<file path="src/rtl/ex_mem_skid_stage_pkg.sv">
// mips_pipe_pkg: shared EX/MEM control bit positions, default widths and payload layout
package mips_pipe_pkg;
  localparam int CTRL_REGWRITE = 0;
  localparam int CTRL_MEMTOREG = 1;
  localparam int CTRL_MEMWRITE = 2;
  localparam int CTRL_W = 3;
  localparam int REG_W  = 5;
  localparam int DATA_W = 32;
  typedef struct packed {
    logic [CTRL_W-1:0] ctrl;
    logic [DATA_W-1:0] alu;
    logic [REG_W-1:0]  wreg;
    logic [DATA_W-1:0] wdata;
  } ex_mem_payload_t;
endpackage

</file>
<file path="src/rtl/ex_mem_skid_stage_skid_buf.sv">
// pipe_skid_buf: 2-entry skid buffer with registered in_ready and synchronous flush
module pipe_skid_buf #(
  parameter int W = 8
) (
  input  logic         clk,
  input  logic         reset,
  input  logic         flush,
  input  logic         in_valid,
  output logic         in_ready,
  input  logic [W-1:0] in_data,
  output logic         out_valid,
  input  logic         out_ready,
  output logic [W-1:0] out_data,
  output logic [1:0]   occupancy
);
  logic         main_valid_q, main_valid_d, skid_valid_q, skid_valid_d;
  logic [W-1:0] main_data_q, main_data_d, skid_data_q, skid_data_d;
  logic         accept, emit;

  assign in_ready  = !skid_valid_q;
  assign out_valid = main_valid_q;
  assign out_data  = main_data_q;
  assign occupancy = 2'(main_valid_q) + 2'(skid_valid_q);
  assign accept    = in_valid && in_ready;
  assign emit      = main_valid_q && out_ready;

  // next-state: drain skid into main first, otherwise refill main or park the new entry in skid
  always_comb begin
    main_valid_d = main_valid_q;
    main_data_d  = main_data_q;
    skid_valid_d = skid_valid_q;
    skid_data_d  = skid_data_q;
    if (flush) begin
      main_valid_d = 1'b0;
      skid_valid_d = 1'b0;
    end else if (skid_valid_q) begin
      if (emit) begin
        main_data_d  = skid_data_q;
        skid_valid_d = 1'b0;
      end
    end else if (!main_valid_q || emit) begin
      main_valid_d = accept;
      main_data_d  = accept ? in_data : main_data_q;
    end else if (accept) begin
      skid_valid_d = 1'b1;
      skid_data_d  = in_data;
    end
  end

  // state registers with active-low synchronous reset clearing valids and payloads
  always_ff @(posedge clk) begin
    if (!reset) begin
      main_valid_q <= 1'b0;
      skid_valid_q <= 1'b0;
      main_data_q  <= '0;
      skid_data_q  <= '0;
    end else begin
      main_valid_q <= main_valid_d;
      skid_valid_q <= skid_valid_d;
      main_data_q  <= main_data_d;
      skid_data_q  <= skid_data_d;
    end
  end

  a_skid_implies_main: assert property (@(posedge clk) disable iff (!reset) !(skid_valid_q && !main_valid_q));
endmodule

</file>
<file path="src/rtl/ex_mem_skid_stage.sv">
// ex_mem_skid_stage: EX/MEM ready/valid stage with skid buffer, flush and bubble-masked control
module ex_mem_skid_stage
  import mips_pipe_pkg::*;
#(
  parameter int DATA_W = mips_pipe_pkg::DATA_W,
  parameter int REG_W  = mips_pipe_pkg::REG_W,
  parameter int CTRL_W = mips_pipe_pkg::CTRL_W
) (
  input  logic              clk,
  input  logic              reset,
  input  logic              flush,
  input  logic              in_valid,
  output logic              in_ready,
  input  logic [CTRL_W-1:0] in_ctrl,
  input  logic [DATA_W-1:0] in_alu,
  input  logic [REG_W-1:0]  in_wreg,
  input  logic [DATA_W-1:0] in_wdata,
  output logic              out_valid,
  input  logic              out_ready,
  output logic [CTRL_W-1:0] out_ctrl,
  output logic [DATA_W-1:0] out_alu,
  output logic [REG_W-1:0]  out_wreg,
  output logic [DATA_W-1:0] out_wdata,
  output logic [1:0]        occupancy
);
  typedef struct packed {
    logic [CTRL_W-1:0] ctrl;
    logic [DATA_W-1:0] alu;
    logic [REG_W-1:0]  wreg;
    logic [DATA_W-1:0] wdata;
  } payload_t;

  payload_t in_p, out_p;

  assign in_p = '{ctrl: in_ctrl, alu: in_alu, wreg: in_wreg, wdata: in_wdata};

  pipe_skid_buf #(.W($bits(payload_t))) u_buf (
    .clk       (clk),
    .reset     (reset),
    .flush     (flush),
    .in_valid  (in_valid),
    .in_ready  (in_ready),
    .in_data   (in_p),
    .out_valid (out_valid),
    .out_ready (out_ready),
    .out_data  (out_p),
    .occupancy (occupancy)
  );

  assign out_ctrl  = out_valid ? out_p.ctrl : '0;
  assign out_alu   = out_p.alu;
  assign out_wreg  = out_p.wreg;
  assign out_wdata = out_p.wdata;

  a_bubble_ctrl: assert property (@(posedge clk) disable iff (!reset)
    !out_valid |-> !out_ctrl[CTRL_REGWRITE] && !out_ctrl[CTRL_MEMWRITE] && !out_ctrl[CTRL_MEMTOREG]);
endmodule

</file>
<file path="config.mk">
export PLATFORM = sky130hd
export DESIGN_NAME = ex_mem_skid_stage
export DESIGN_NICKNAME = d
export VERILOG_FILES = /design/src/rtl/ex_mem_skid_stage_pkg.sv /design/src/rtl/ex_mem_skid_stage_skid_buf.sv /design/src/rtl/ex_mem_skid_stage.sv
export SDC_FILE = /design/constraint.sdc
export NUM_CORES = 1
export LEC_CHECK = 0
export BUFFER_PORTS_ARGS = -buffer_cell sky130_fd_sc_hd__buf_2
export CAP_MARGIN = 30
export CELL_PAD_IN_SITES_DETAIL_PLACEMENT = 1
export CELL_PAD_IN_SITES_GLOBAL_PLACEMENT = 1
export CORE_ASPECT_RATIO = 1.5
export CORE_MARGIN = 5
export CORE_UTILIZATION = 41
export CTS_CLUSTER_SIZE = 8
export DETAILED_ROUTE_END_ITERATION = 6
export HOLD_SLACK_MARGIN = 0.05
export PLACE_DENSITY_LB_ADDON = 0.05
export SYNTH_ARGS = -nofsm -noshare
export SYNTH_HDL_FRONTEND = slang
export SYNTH_SLANG_ARGS = --single-unit
</file>
<file path="constraint.sdc">
create_clock -name clk -period 1.6 [get_ports clk]
set_input_delay 0.32 -clock clk [delete_from_list [all_inputs] [get_ports clk]]
set_output_delay 0.32 -clock clk [all_outputs]
set_load 0.01 [all_outputs]
</file>
-- Word level (Yosys, flattened, before mapping)
Cells that the tools add are included.
- add/sub/neg operators: 1
- eq/ne operators: 1
- bitwise logic cells: 4
- mux-type cells: 9
- reduce and logical (&&, ||, !) cells: 11
- operators with widths (kind ; count):
    $mux W72 ; 4
    $reduce_and A4 Y1 ; 2
    $mux W1 ; 4
    $not A1 Y1 ; 4
    $reduce_bool A2 Y1 ; 2
    $mux W3 ; 1
    $add A1 B1 Y2 ; 1
    $logic_and A1 B1 Y1 ; 2
    $logic_not A1 Y1 ; 2
    $ne A2 B2 Y1 const B ; 1
    $reduce_and A2 Y1 ; 1
    $reduce_or A2 Y1 ; 1
    $logic_or A1 B1 Y1 ; 1
- input bits: 77
- register bits after elaboration: 146
- output and inout port bits: 76
- word-level logic and storage cells: 30

-- Longest topological paths before layout
Gate-level depths: netlist (run 1).
- word-level depth: 5
- mapped depth: 5
- mapped depth without buffers: 3

-- By module
A second synthesis (run 1) with hierarchy kept.
- cells, all modules: 721
- area total of the unflattened synthesis: 6651.4 µm²
- by module, submodules not included (module ; area each (µm²) ; cells an instance ; seq. area each (µm²) ; times used):
    pipe_skid_buf ; 6632.6 ; 718 ; 2922.8 ; 1
    ex_mem_skid_stage ; 18.8 ; 3 ; 0.0 ; 1

-- Worst setup path before layout (run 1)
No wires, ideal clock.
- kind: reg-to-reg
- start: reg u_buf.main_valid_q (netlist: u_buf.out_valid)
- end: reg u_buf.main_data_q[10] (netlist: u_buf.out_data[10])
- cell stages (with the launch flop): 6
- clock period less this slack: 1403 ps
- data arrival time: 1283 ps
- path buffers: 2
- setup time: 120 ps
- setup slack: 197 ps
- required time: 1480 ps
- cell sequence: dfxtp_1 > nand2_1 > a221o_1 > buf_4 > buf_6 > mux2i_1
- cells in the longest elaborated chain, start to end: 4
- elaborated cells on any way between the ends: 6
- classes of those cells: 1 x eq/ne; 5 x reduce/logical
- ends and longest elaborated chain (item ; line ; text):
    start: declaration ; ex_mem_skid_stage_skid_buf.sv:16 ; logic main_valid_q, main_valid_d, skid_valid_q, skid_valid_d;
    start signal: assignment ; ex_mem_skid_stage_skid_buf.sv:58 ; main_valid_q <= main_valid_d;
    $logic_not A1 Y1 or $logic_and A1 B1 Y1 (tied branches) ; ex_mem_skid_stage_skid_buf.sv:41, ex_mem_skid_stage_skid_buf.sv:25 ;
    $logic_or A1 B1 Y1 ; ex_mem_skid_stage_skid_buf.sv:41 ; end else if (!main_valid_q || emit) begin
    $reduce_bool A2 Y1 (no line) ; - ;
    $reduce_and A4 Y1 (no line) (*) ; - ;
    end signal: assignment ; ex_mem_skid_stage_skid_buf.sv:60 ; main_data_q <= main_data_d;
    end: declaration ; ex_mem_skid_stage_skid_buf.sv:17 ; logic [W-1:0] main_data_q, main_data_d, skid_data_q, skid_data_d;
Every way passes the cells marked *; elsewhere a longest branch is shown, timed or not.
A chain may end at the register's enable or synchronous reset.

-- Worst setup path in the final report (run 1)
- start: reg u_buf.skid_valid_q
- end: reg u_buf.main_data_q[4] (netlist: u_buf.out_data[4])
- cells in the longest elaborated chain, start to end: 4
- elaborated cells on any way between the ends: 7
- classes of those cells: 1 x eq/ne; 1 x mux; 5 x reduce/logical
- ends and longest elaborated chain (item ; line ; text):
    start: declaration ; ex_mem_skid_stage_skid_buf.sv:16 ;
    start signal: assignment ; ex_mem_skid_stage_skid_buf.sv:59 ; skid_valid_q <= skid_valid_d;
    $logic_not A1 Y1 ; ex_mem_skid_stage_skid_buf.sv:20 ; assign in_ready = !skid_valid_q;
    $logic_and A1 B1 Y1 ; ex_mem_skid_stage_skid_buf.sv:24 ; assign accept = in_valid && in_ready;
    $reduce_bool A2 Y1 (no line) ; - ;
    $reduce_and A4 Y1 (no line) ; - ;
Several ways; a longest one is shown, not always the timed one.

==> out/summary.txt, run 1 <==
STA
----------------------------------------------------------------------------------------
Final setup vio count .....................................................            0
Largest clock skew in the final design ....................................      11.2 ps
Fin crit period ...........................................................      1590 ps
Final Hold Vio Count ......................................................            0
Fmax ......................................................................      628 MHz
Unrepaired setup endpoints after global routing ...........................         true
Max Transition Viols Final ................................................            0
Post-route worst setup slack ..............................................      8.48 ps
Rel. slew slack ...........................................................        75.1%
Measured slew at the worst slew-check pin .................................       373 ps
Fraction of the cycle the final worst path needs ..........................        99.5%

DRT
----------------------------------------------------------------------------------------
Total number of vias ......................................................        5,353
Detailed router's first-iteration violation count .........................          177
Total DRC errors in the routed layout .....................................            0
Number of vias per cell after detailed routing ............................         4.90
Number of search-and-repair iterations in the first detailed-routing pass .            4
Antenna violation net count after detailed routing ........................            0
Wirelength, routed ........................................................    18,100 um
WL/cell ...................................................................      16.6 um

GRT
----------------------------------------------------------------------------------------
Initial antenna violation count ...........................................            1
Global-route wire length before repair ....................................    28,500 um
Overflow left after global routing ........................................            0
Maximum number of pins on one net before global-route repair ..............           68
Tot GR Track Use ..........................................................        17.3%
Number of global-route vias before repair .................................        5,753

FLOORPLAN
----------------------------------------------------------------------------------------
Initial core utilization ..................................................        41.5%
# rows ....................................................................           59
Die Ht ....................................................................       172 um
Die width .................................................................       118 um
Die Area ..................................................................  20,300 um^2
Number of top-level pins ..................................................          153
Std-Cell Core Area ........................................................  17,300 um^2

CLOCK NETWORK
----------------------------------------------------------------------------------------
Clock latency reported for the late side of the worst-skew pair ...........       430 ps
Clock tree from TritonCTS .................................................         done
Clock Path Buffers ........................................................            2
Cell at the root of the clock tree ........................................    clkbuf_16
# hold bufs at CTS ........................................................            0
CTS H-Tree Depth ..........................................................            4
CTS Buf Count .............................................................           17
Clock transition at path regs .............................................        70 ps
Clock sinks ...............................................................          146

POWER AND IR DROP
----------------------------------------------------------------------------------------
Leakage ...................................................................      3.86 nW
Total power draw ..........................................................      8.92 mW
Maximum VDD drop ..........................................................     0.624 mV
Power per standard cell area .............................................. 1050 nW/um^2

SETUP PATH
----------------------------------------------------------------------------------------
Kind of cell adding the most delay to the critical path ................... compound AO/OA/AOI/OAI gates
Buf+Inv Stages, Crit Path .................................................            2
Crit path required time ...................................................      1900 ps
Worst setup EP type .......................................................         flop
Depth of the worst register-to-register path ..............................            5
Startpoint of the lowest-slack register-to-register path .................. u_buf.skid_valid_q$_SDFF_PP0_
Class of the most critical setup path .....................................      reg2reg
Slack of the worst reg-to-reg path ........................................         8 ps
Largest fanout on the critical path .......................................           35
Delay contributed by the slowest stage of the critical path ...............       410 ps
Crit-path slowest cell ....................................................      a221o_4
Critical Path AT ..........................................................      1890 ps
Startpoint type of the worst setup path ...................................         flop
End of the worst register-to-register path ................................ u_buf.out_data[4]$_SDFFE_PN0P_
List of cells traversed by the critical path .............................. buf_6, nand2b_4, a221o_4, buf_12, mux2i_2

SYNTHESIS
----------------------------------------------------------------------------------------
Count of different cell masters after synthesis ...........................           18
Post-Synthesis Cell Area ..................................................    7170 um^2
Share of the yosys chip area belonging to registers .......................        40.8%
Number of warnings issued by yosys ........................................            0
Nets in the synthesized netlist ...........................................          868
Synth Instances ...........................................................          790
Synth Area per Inst .......................................................    9.08 um^2
Flop and latch count out of synthesis .....................................          146

PLACE
----------------------------------------------------------------------------------------
HPWL reported at the end of detailed placement ............................    11,900 um
Routability congestion estimate ...........................................        0.736
Port bufs .................................................................          152
Total instance count after detailed placement .............................        1,049
Placed Instance Area ......................................................    7650 um^2
Dpl ws ....................................................................      75.3 ps

LAYOUT
----------------------------------------------------------------------------------------
Final core area utilization ...............................................        49.2%
Most frequent standard cell in the layout excluding fill and tap cells ....      nand2_1
Most frequent cells in the layout ......................................... nand2_1, buf_2, dfxtp_1
Final instance area .......................................................    8510 um^2
Area Growth Syn to Fin ....................................................        18.6%
Number of nets at the end of the flow .....................................          943
Filler Cells Inserted .....................................................        2,005
Total area of sequential cells ............................................    2930 um^2
Number of standard cells in the final layout excluding fillers ............        1,092
Fraction of final layout cells sized beyond drive strength 1 ..............        33.0%
Footprint of the multi-input gates ........................................    3470 um^2

JOB
----------------------------------------------------------------------------------------
Number of max-cap violations ..............................................            0

WORST HOLD PATH
----------------------------------------------------------------------------------------
Hold Crit Start ........................................................... in_wdata[23]
Hold path depth ...........................................................            3
Sink of the worst hold path ............................................... u_buf.skid_data_q[23]$_SDFFE_PN0P_
Type of the most critical hold path .......................................       in2reg

RUN STATUS
----------------------------------------------------------------------------------------
Status ....................................................................    completed

[Yosys cell counts]
cell | number | area [um^2]
clkbuf_1 | 25 | 93.8
mux2i_1 | 144 | 1440
a221o_1 | 1 | 10.0
nand2_1 | 290 | 1090
inv_1 | 2 | 7.51
nor4_1 | 1 | 6.26
buf_6 | 7 | 78.8
mux2_2 | 72 | 811
buf_2 | 9 | 45.0
and2_1 | 3 | 18.8
buf_4 | 77 | 578
dfxtp_1 | 146 | 2920
ha_1 | 1 | 12.5
a221oi_1 | 1 | 8.76
nand2b_1 | 2 | 12.5
a21oi_1 | 1 | 5.00
buf_1 | 7 | 26.3
o21ai_0 | 1 | 5.00
[kinds of logic (layout without fill, tap and decap cells)]
| family | after synthesis | in the layout | synth area share [%] |
|---|---|---|---|
| muxes | 216 | 216 | 31.4 |
| adders and majority gates | 1 | 1 | 0.174 |
| other | 0 | 1 | 0 |
| AOI/OAI and AO/OA | 4 | 4 | 0.401 |
| and+or+nand+nor | 296 | 296 | 15.7 |
| buffers and inverters | 127 | 215 | 11.6 |
| DFF | 146 | 146 | 40.8 |
[worst min-delay path, delay by kind of cell]
| family | cells | cell delay [ps] |
|---|---|---|
| buffers and inverters | 1 | 100 |
| muxes | 1 | 50 |
| and+or+nand+nor | 1 | 50 |
[flip-flops by register name, indices dropped and copies added (netlist names)]
name and cells:
u_buf.out_data 72, u_buf.skid_data_q 72, u_buf.out_valid 1, u_buf.skid_valid_q 1
[worst max-delay path by stage]
stage / from / to / slack [ps] / depth (start not counted)
6_report: u_buf.skid_valid_q$_SDFF_PP0_ / u_buf.out_data[4]$_SDFFE_PN0P_ / 8 / 5
5_1_grt: u_buf.skid_valid_q$_SDFF_PP0_ / u_buf.out_data[4]$_SDFFE_PN0P_ / -20 / 5
4_1_cts: u_buf.skid_valid_q$_SDFF_PP0_ / u_buf.out_data[4]$_SDFFE_PN0P_ / -8 / 5
3_5_place_dp: out_ready / u_buf.skid_data_q[26]$_SDFFE_PN0P_ / 80 / 5
3_3_place_gp: out_ready / u_buf.skid_data_q[19]$_SDFFE_PN0P_ / 130 / 5
2_1_floorplan: u_buf.out_valid$_SDFFE_PP0P_ / u_buf.out_data[10]$_SDFFE_PN0P_ / 200 / 5
[timing repair]
item / in CTS / in global routing
hold endpoints to repair: 0 / 0
gates cloned: 0 / 5
setup buffers: 3 / 2
gates resized for setup: 9 / 8
endpoints found under the setup margin: 4 / 110
[stage by stage]
| step | hold WS, ps | TNS, ps |
|---|---|---|
| 3_5_place_dp | 447 | 0 |
| 2_1_floorplan | 430 | 0 |
| 3_3_place_gp | 438 | 0 |
| 6_report | 139 | 0 |
| 5_1_grt | 123 | -56.6 |
| 4_1_cts | 118 | -22.7 |
[per-layer routing]
metal  global-route usage (%)  part of all wire (%)  vias to the layer above  wire length [um]
met5                        0                     0                        -                 0
met4                     5.94                   1.1                        0               201
met3                     5.46                   4.7                       15               849
met2                     31.4                    52                      117              9350
met1                     19.2                    43                     2565              7690
li1                         -                     -                     2656                 -
[cell type report]
cell class	instances	area share, %
diodes	1	0.0294
inverters	2	0.0882
multi-input cells	517	40.8
well taps	213	3.13
flip-flops and latches	146	34.4
clock buffers	19	5.09
repair buffers	181	14.3
clock inverters	13	2.18
[report_power, final]
part	leakage, nW	internal, mW	switching, mW
registers	1.19	3.75	0.0632
logic	2.38	0.427	0.480
clock network	0.293	2.61	1.60
(Power assumes the default switching activity.)
==> inputs of run 2 (changes only) <==
--- a/config.mk
+++ b/config.mk
@@ -10,7 +10,7 @@
 export CELL_PAD_IN_SITES_DETAIL_PLACEMENT = 1
 export CELL_PAD_IN_SITES_GLOBAL_PLACEMENT = 1
 export CORE_ASPECT_RATIO = 1.5
-export CORE_MARGIN = 5
+export CORE_MARGIN = 2
 export CORE_UTILIZATION = 41
 export CTS_CLUSTER_SIZE = 8
 export DETAILED_ROUTE_END_ITERATION = 6
==> run 2 against run 1 <==
Sequential share of layout area up 0.87 points. Die area down 8.4%. First-iteration DRC count up 5.1%. Core utilization down 1.2 points. Largest cell class unchanged. Fmax up 4.6%. Clock skew down 5.5 ps. Via count down 0.58%. Final area down 2.5%. Critical path type is now reg2out.
==> out/summary.txt, run 2 (synthesis results as in run 1) <==
RUN STATUS
----------------------------------------------------------------------------------------
Status ....................................................................    completed

SETUP PATH
----------------------------------------------------------------------------------------
Class of the most critical setup path .....................................      reg2out
Start point of the critical path .......................................... u_buf.skid_valid_q$_SDFF_PP0_
Startpoint of the lowest-slack register-to-register path .................. u_buf.skid_valid_q$_SDFF_PP0_
Slack of the worst reg-to-reg path ........................................       120 ps
Startpoint type of the worst setup path ...................................         flop
Worst setup EP type .......................................................   output pin
Critical Path AT ..........................................................      1200 ps
Depth of the worst register-to-register path ..............................            4
End of the worst register-to-register path ................................ u_buf.out_data[45]$_SDFFE_PN0P_
Crit path required time ...................................................      1280 ps
Largest fanout on the critical path .......................................            8

POWER AND IR DROP
----------------------------------------------------------------------------------------
Total power draw ..........................................................      9.00 mW
Leakage ...................................................................      3.77 nW
Power per standard cell area .............................................. 1080 nW/um^2
Maximum VDD drop ..........................................................     0.698 mV

LAYOUT
----------------------------------------------------------------------------------------
Fraction of final layout cells sized beyond drive strength 1 ..............        31.7%
Total area of sequential cells ............................................    2930 um^2
Number of nets at the end of the flow .....................................          930
Filler Cells Inserted .....................................................        2,068
Number of standard cells in the final layout excluding fillers ............        1,077
Most frequent cells in the layout ......................................... nand2_1, buf_2, mux2i_1, dfxtp_1, mux2_2
Diode insertion count for antenna repair ..................................            0
Final instance area .......................................................    8300 um^2
Footprint of the multi-input gates ........................................    3440 um^2
Most frequent standard cell in the layout excluding fill and tap cells ....      nand2_1
Area Growth Syn to Fin ....................................................        15.7%

STA
----------------------------------------------------------------------------------------
Max Transition Viols Final ................................................            0
Measured slew at the worst slew-check pin .................................       419 ps
Final Hold Vio Count ......................................................            0
Fraction of the cycle the final worst path needs ..........................        95.1%
Unrepaired setup endpoints after global routing ...........................        false
Fmax ......................................................................      657 MHz
Fin crit period ...........................................................      1520 ps
Rel. slew slack ...........................................................        72.1%
Setup Total Neg Slack .....................................................         0 ps
Final setup vio count .....................................................            0
Largest clock skew in the final design ....................................      5.68 ps

DRT
----------------------------------------------------------------------------------------
Wirelength, routed ........................................................    16,600 um
Antenna violation net count after detailed routing ........................            0
Total number of vias ......................................................        5,322
Detailed router's first-iteration violation count .........................          186
Number of vias per cell after detailed routing ............................         4.94
WL/cell ...................................................................      15.4 um
Number of search-and-repair iterations in the first detailed-routing pass .            4
Total DRC errors in the routed layout .....................................            0

GRT
----------------------------------------------------------------------------------------
Number of global-route vias before repair .................................        5,550
Overflow left after global routing ........................................            0
Global-route wire length before repair ....................................    27,200 um
Maximum number of pins on one net before global-route repair ..............           73
Initial antenna violation count ...........................................            2
Tot GR Track Use ..........................................................        18.1%

JOB
----------------------------------------------------------------------------------------
Number of max-cap violations ..............................................            0

WORST HOLD PATH
----------------------------------------------------------------------------------------
Type of the most critical hold path .......................................       in2reg
Sink of the worst hold path ............................................... u_buf.skid_valid_q$_SDFF_PP0_
Hold path depth ...........................................................            2
Hold Crit Start ...........................................................    out_ready

FLOORPLAN
----------------------------------------------------------------------------------------
Die Ht ....................................................................       166 um
# rows ....................................................................           59
Die Area ..................................................................  18,600 um^2
Number of top-level pins ..................................................          153
Std-Cell Core Area ........................................................  17,300 um^2
Initial core utilization ..................................................        41.5%
Die width .................................................................       112 um

CLOCK NETWORK
----------------------------------------------------------------------------------------
Clock Path Buffers ........................................................            2
Clock sinks ...............................................................          146
CTS H-Tree Depth ..........................................................            4
Clock transition at path regs .............................................        60 ps
CTS Buf Count .............................................................           17
# hold bufs at CTS ........................................................            0
Clock tree from TritonCTS .................................................         done
Cell at the root of the clock tree ........................................    clkbuf_16
Clock latency reported for the late side of the worst-skew pair ...........       420 ps

PLACE
----------------------------------------------------------------------------------------
Port bufs .................................................................          152
HPWL reported at the end of detailed placement ............................    11,400 um
Total instance count after detailed placement .............................        1,046
Placed Instance Area ......................................................    7640 um^2
Routability congestion estimate ...........................................        0.726

==> run 2: cell types whose count changed in the layout (fill, tap and decap cells not counted), moves of 2 or more <==
cell / delta
buf_6: -5
clkinv_2: -2
clkbuf_16: -3
buf_4: -4
==> run 2: metrics by stage <==
step | setup slack [ps] | utilization [%] | hold WS (ps)
6_report | 78.8 | 48.0 | 144
5_1_grt | 13.8 | 48.0 | 146
4_1_cts | 44.9 | 48.0 | 124
3_5_place_dp | 97.6 | 44.2 | 449
3_3_place_gp | 137 | 44.2 | 438
2_1_floorplan | 197 | - | 430
==> run 2: critical path, cell delays in order (launching register included) <==
cell and delay (ps):
dfxtp_4 380, ha_1 270, buf_2 140
==> run 2: repair_timing <==
item	CTS	global route
resized for setup	2	3
cloned	0	0
endpoints found under the setup margin	1	27
setup buffers	1	0
==> run 2: layout make-up <==
type	count	area share (%)
timing repair buffer	168	12.2
multi-input combinational	517	41.5
clock inverter	12	2.50
clock buffer	19	5.22
sequential	146	35.3
tap	213	3.21
inverter	2	0.0905
==> run 2: where the power goes <==
group          switching, mW  internal [mW]  total, mW
registers             0.0624           3.75       3.81
clock network           1.57           2.77       4.34
logic                  0.456          0.398      0.854
==> run 2: routing by layer <==
metal	vias up	global-route usage [%]	wire [um]
met1	2557	20.7	7030
met4	2	6.42	255
met3	20	4.05	688
met5	-	0	13
li1	2635	-	-
met2	108	33.0	8630
==> run 2: how the worst max path moves through the flow <==
stage | to | slack (ps) | cells after the start
after floorplan | u_buf.out_data[10]$_SDFFE_PN0P_ | 200 | 5
after global placement | u_buf.skid_data_q[24]$_SDFFE_PN0P_ | 140 | 5
after detailed placement | u_buf.skid_data_q[19]$_SDFFE_PN0P_ | 100 | 5
after CTS | out_ctrl[2] | 40 | 3
after global routing | u_buf.skid_data_q[19]$_SDFFE_PN0P_ | 10 | 6
final | occupancy[0] | 80 | 2
==> inputs of run 3 (changes only) <==
--- a/config.mk
+++ b/config.mk
@@ -5,15 +5,14 @@
 export SDC_FILE = /design/constraint.sdc
 export NUM_CORES = 1
 export LEC_CHECK = 0
-export BUFFER_PORTS_ARGS = -buffer_cell sky130_fd_sc_hd__buf_2
 export CAP_MARGIN = 30
 export CELL_PAD_IN_SITES_DETAIL_PLACEMENT = 1
 export CELL_PAD_IN_SITES_GLOBAL_PLACEMENT = 1
 export CORE_ASPECT_RATIO = 1.5
-export CORE_MARGIN = 2
-export CORE_UTILIZATION = 41
+export CORE_UTILIZATION = 48
 export CTS_CLUSTER_SIZE = 8
 export DETAILED_ROUTE_END_ITERATION = 6
+export DONT_BUFFER_PORTS = 1
 export HOLD_SLACK_MARGIN = 0.05
 export PLACE_DENSITY_LB_ADDON = 0.05
 export SYNTH_ARGS = -nofsm -noshare
==> run 3 against run 2 <==
Die area shrank 17%. Clock-buffer cell count is 1 lower. Sequential share of layout area up 0.91 points.
==> out/summary.txt, run 3 (synthesis results as in run 1) <==
LAYOUT
----------------------------------------------------------------------------------------
Filler Cells Inserted .....................................................        1,637
Final instance area .......................................................    8080 um^2
Fraction of final layout cells sized beyond drive strength 1 ..............        15.9%
Number of nets at the end of the flow .....................................          829
Area Growth Syn to Fin ....................................................        12.7%
Final core area utilization ...............................................        55.4%
Most frequent cells in the layout ......................................... nand2_1, mux2i_1, dfxtp_1
Most frequent standard cell in the layout excluding fill and tap cells ....      nand2_1
Diode insertion count for antenna repair ..................................            0
Number of standard cells in the final layout excluding fillers ............          959

STA
----------------------------------------------------------------------------------------
Unrepaired setup endpoints after global routing ...........................        false
Final setup vio count .....................................................            0
Measured slew at the worst slew-check pin .................................       340 ps
Fraction of the cycle the final worst path needs ..........................        96.4%
Largest clock skew in the final design ....................................      10.3 ps
Rel. slew slack ...........................................................        77.4%
Fin crit period ...........................................................      1540 ps
Setup Total Neg Slack .....................................................         0 ps
Final Hold Vio Count ......................................................            0
Fmax ......................................................................      648 MHz
Max Transition Viols Final ................................................            0

CLOCK NETWORK
----------------------------------------------------------------------------------------
Cell at the root of the clock tree ........................................    clkbuf_16
Clock transition at path regs .............................................        60 ps
CTS Buf Count .............................................................           17
CTS H-Tree Depth ..........................................................            4
Post-CTS setup buffer count ...............................................            0
Clock Path Buffers ........................................................            2
Clock latency reported for the late side of the worst-skew pair ...........       420 ps
Clock sinks ...............................................................          146
Clock tree from TritonCTS .................................................         done

GRT
----------------------------------------------------------------------------------------
Tot GR Track Use ..........................................................        21.3%
Overflow left after global routing ........................................            0
Number of global-route vias before repair .................................        5,273
Maximum number of pins on one net before global-route repair ..............          288
Initial antenna violation count ...........................................            0
Global-route wire length before repair ....................................    25,400 um

SETUP PATH
----------------------------------------------------------------------------------------
Crit-path slowest cell ....................................................      dfxtp_4
Critical Path AT ..........................................................      1220 ps
Crit path required time ...................................................      1280 ps
Startpoint of the lowest-slack register-to-register path .................. u_buf.skid_valid_q$_SDFF_PP0_
End of the worst register-to-register path ................................ u_buf.out_data[0]$_SDFFE_PN0P_
Startpoint type of the worst setup path ...................................         flop
Buf+Inv Stages, Crit Path .................................................            1
Worst setup EP type .......................................................   output pin
Delay contributed by the slowest stage of the critical path ...............       370 ps
Largest fanout on the critical path .......................................           12
Slack of the worst reg-to-reg path ........................................       110 ps
List of cells traversed by the critical path ..............................  buf_8, ha_4
Class of the most critical setup path .....................................      reg2out
Kind of cell adding the most delay to the critical path ...................   flip-flops
Start point of the critical path .......................................... u_buf.skid_valid_q$_SDFF_PP0_
Depth of the worst register-to-register path ..............................            4

DRT
----------------------------------------------------------------------------------------
Antenna violation net count after detailed routing ........................            0
Detailed router's first-iteration violation count .........................          143
Total number of vias ......................................................        4,963
Wirelength, routed ........................................................    16,400 um
Total DRC errors in the routed layout .....................................            0
Number of vias per cell after detailed routing ............................         5.18
WL/cell ...................................................................      17.1 um
Number of search-and-repair iterations in the first detailed-routing pass .            4

PLACE
----------------------------------------------------------------------------------------
Placed Instance Area ......................................................    6820 um^2
Port bufs .................................................................            0
HPWL reported at the end of detailed placement ............................      9990 um
Routability congestion estimate ...........................................        0.726
Total instance count after detailed placement .............................          875

FLOORPLAN
----------------------------------------------------------------------------------------
Initial core utilization ..................................................        49.1%
Die Ht ....................................................................       152 um
# rows ....................................................................           54
Die width .................................................................       102 um
Die Area ..................................................................  15,400 um^2
Number of top-level pins ..................................................          153
Std-Cell Core Area ........................................................  14,600 um^2

WORST HOLD PATH
----------------------------------------------------------------------------------------
Hold Crit Start ........................................................... in_wdata[19]
Sink of the worst hold path ............................................... u_buf.skid_data_q[19]$_SDFFE_PN0P_
Type of the most critical hold path .......................................       in2reg
Hold path depth ...........................................................            2

POWER AND IR DROP
----------------------------------------------------------------------------------------
Leakage ...................................................................      3.31 nW
Maximum VDD drop ..........................................................     0.621 mV
Power per standard cell area .............................................. 1150 nW/um^2
Total power draw ..........................................................      9.26 mW

JOB
----------------------------------------------------------------------------------------
Number of max-cap violations ..............................................            0

RUN STATUS
----------------------------------------------------------------------------------------
Status ....................................................................    completed

-- run 3: metrics by stage --
step	setup WS, ps	hold slack [ps]
2_1_floorplan	197	430
3_3_place_gp	156	431
3_5_place_dp	62.0	449
4_1_cts	40.5	50.4
5_1_grt	19.0	50.6
6_report	57.2	59.8
-- run 3: metal layers --
layer	vias to the layer above	part of all wire, %	GRT usage, %
met2	115	53	39.9
li1	2428	-	-
met3	22	6.1	7.06
met1	2398	39	21.4
met4	0	1.9	8.04
met5	-	0	0
-- run 3: worst max-delay path by stage --
stage,endpoint,slack [ps],cells after the start
floorplan,u_buf.out_data[10]$_SDFFE_PN0P_,200,5
global placement,u_buf.out_data[16]$_SDFFE_PN0P_,160,4
detailed placement,u_buf.skid_data_q[22]$_SDFFE_PN0P_,60,5
CTS,occupancy[0],40,2
global route,in_ready,20,3
finish,occupancy[0],60,2
-- run 3: timing repair --
action | in CTS | in global routing
setup endpoints to repair | 2 | 0
hold buffers | 49 | 4
hold endpoints to repair | 51 | 3
gates resized for setup | 4 | 0
-- run 3: final cells by class --
| type | instances | area [um^2] | area share (%) |
|---|---|---|---|
| inverter | 2 | 7.51 | 0.0929 |
| clock inverter | 13 | 280 | 3.47 |
| multi-input combinational | 517 | 3450 | 42.7 |
| timing repair buffer | 67 | 743 | 9.20 |
| clock buffer | 18 | 429 | 5.31 |
| tap | 196 | 245 | 3.03 |
| sequential | 146 | 2930 | 36.2 |
-- run 3: power breakdown --
| part | switching (mW) | internal [mW] |
|---|---|---|
| combinational | 0.239 | 0.335 |
| sequential | 0.124 | 3.75 |
| clock | 1.57 | 3.25 |
| total | 1.93 | 7.33 |
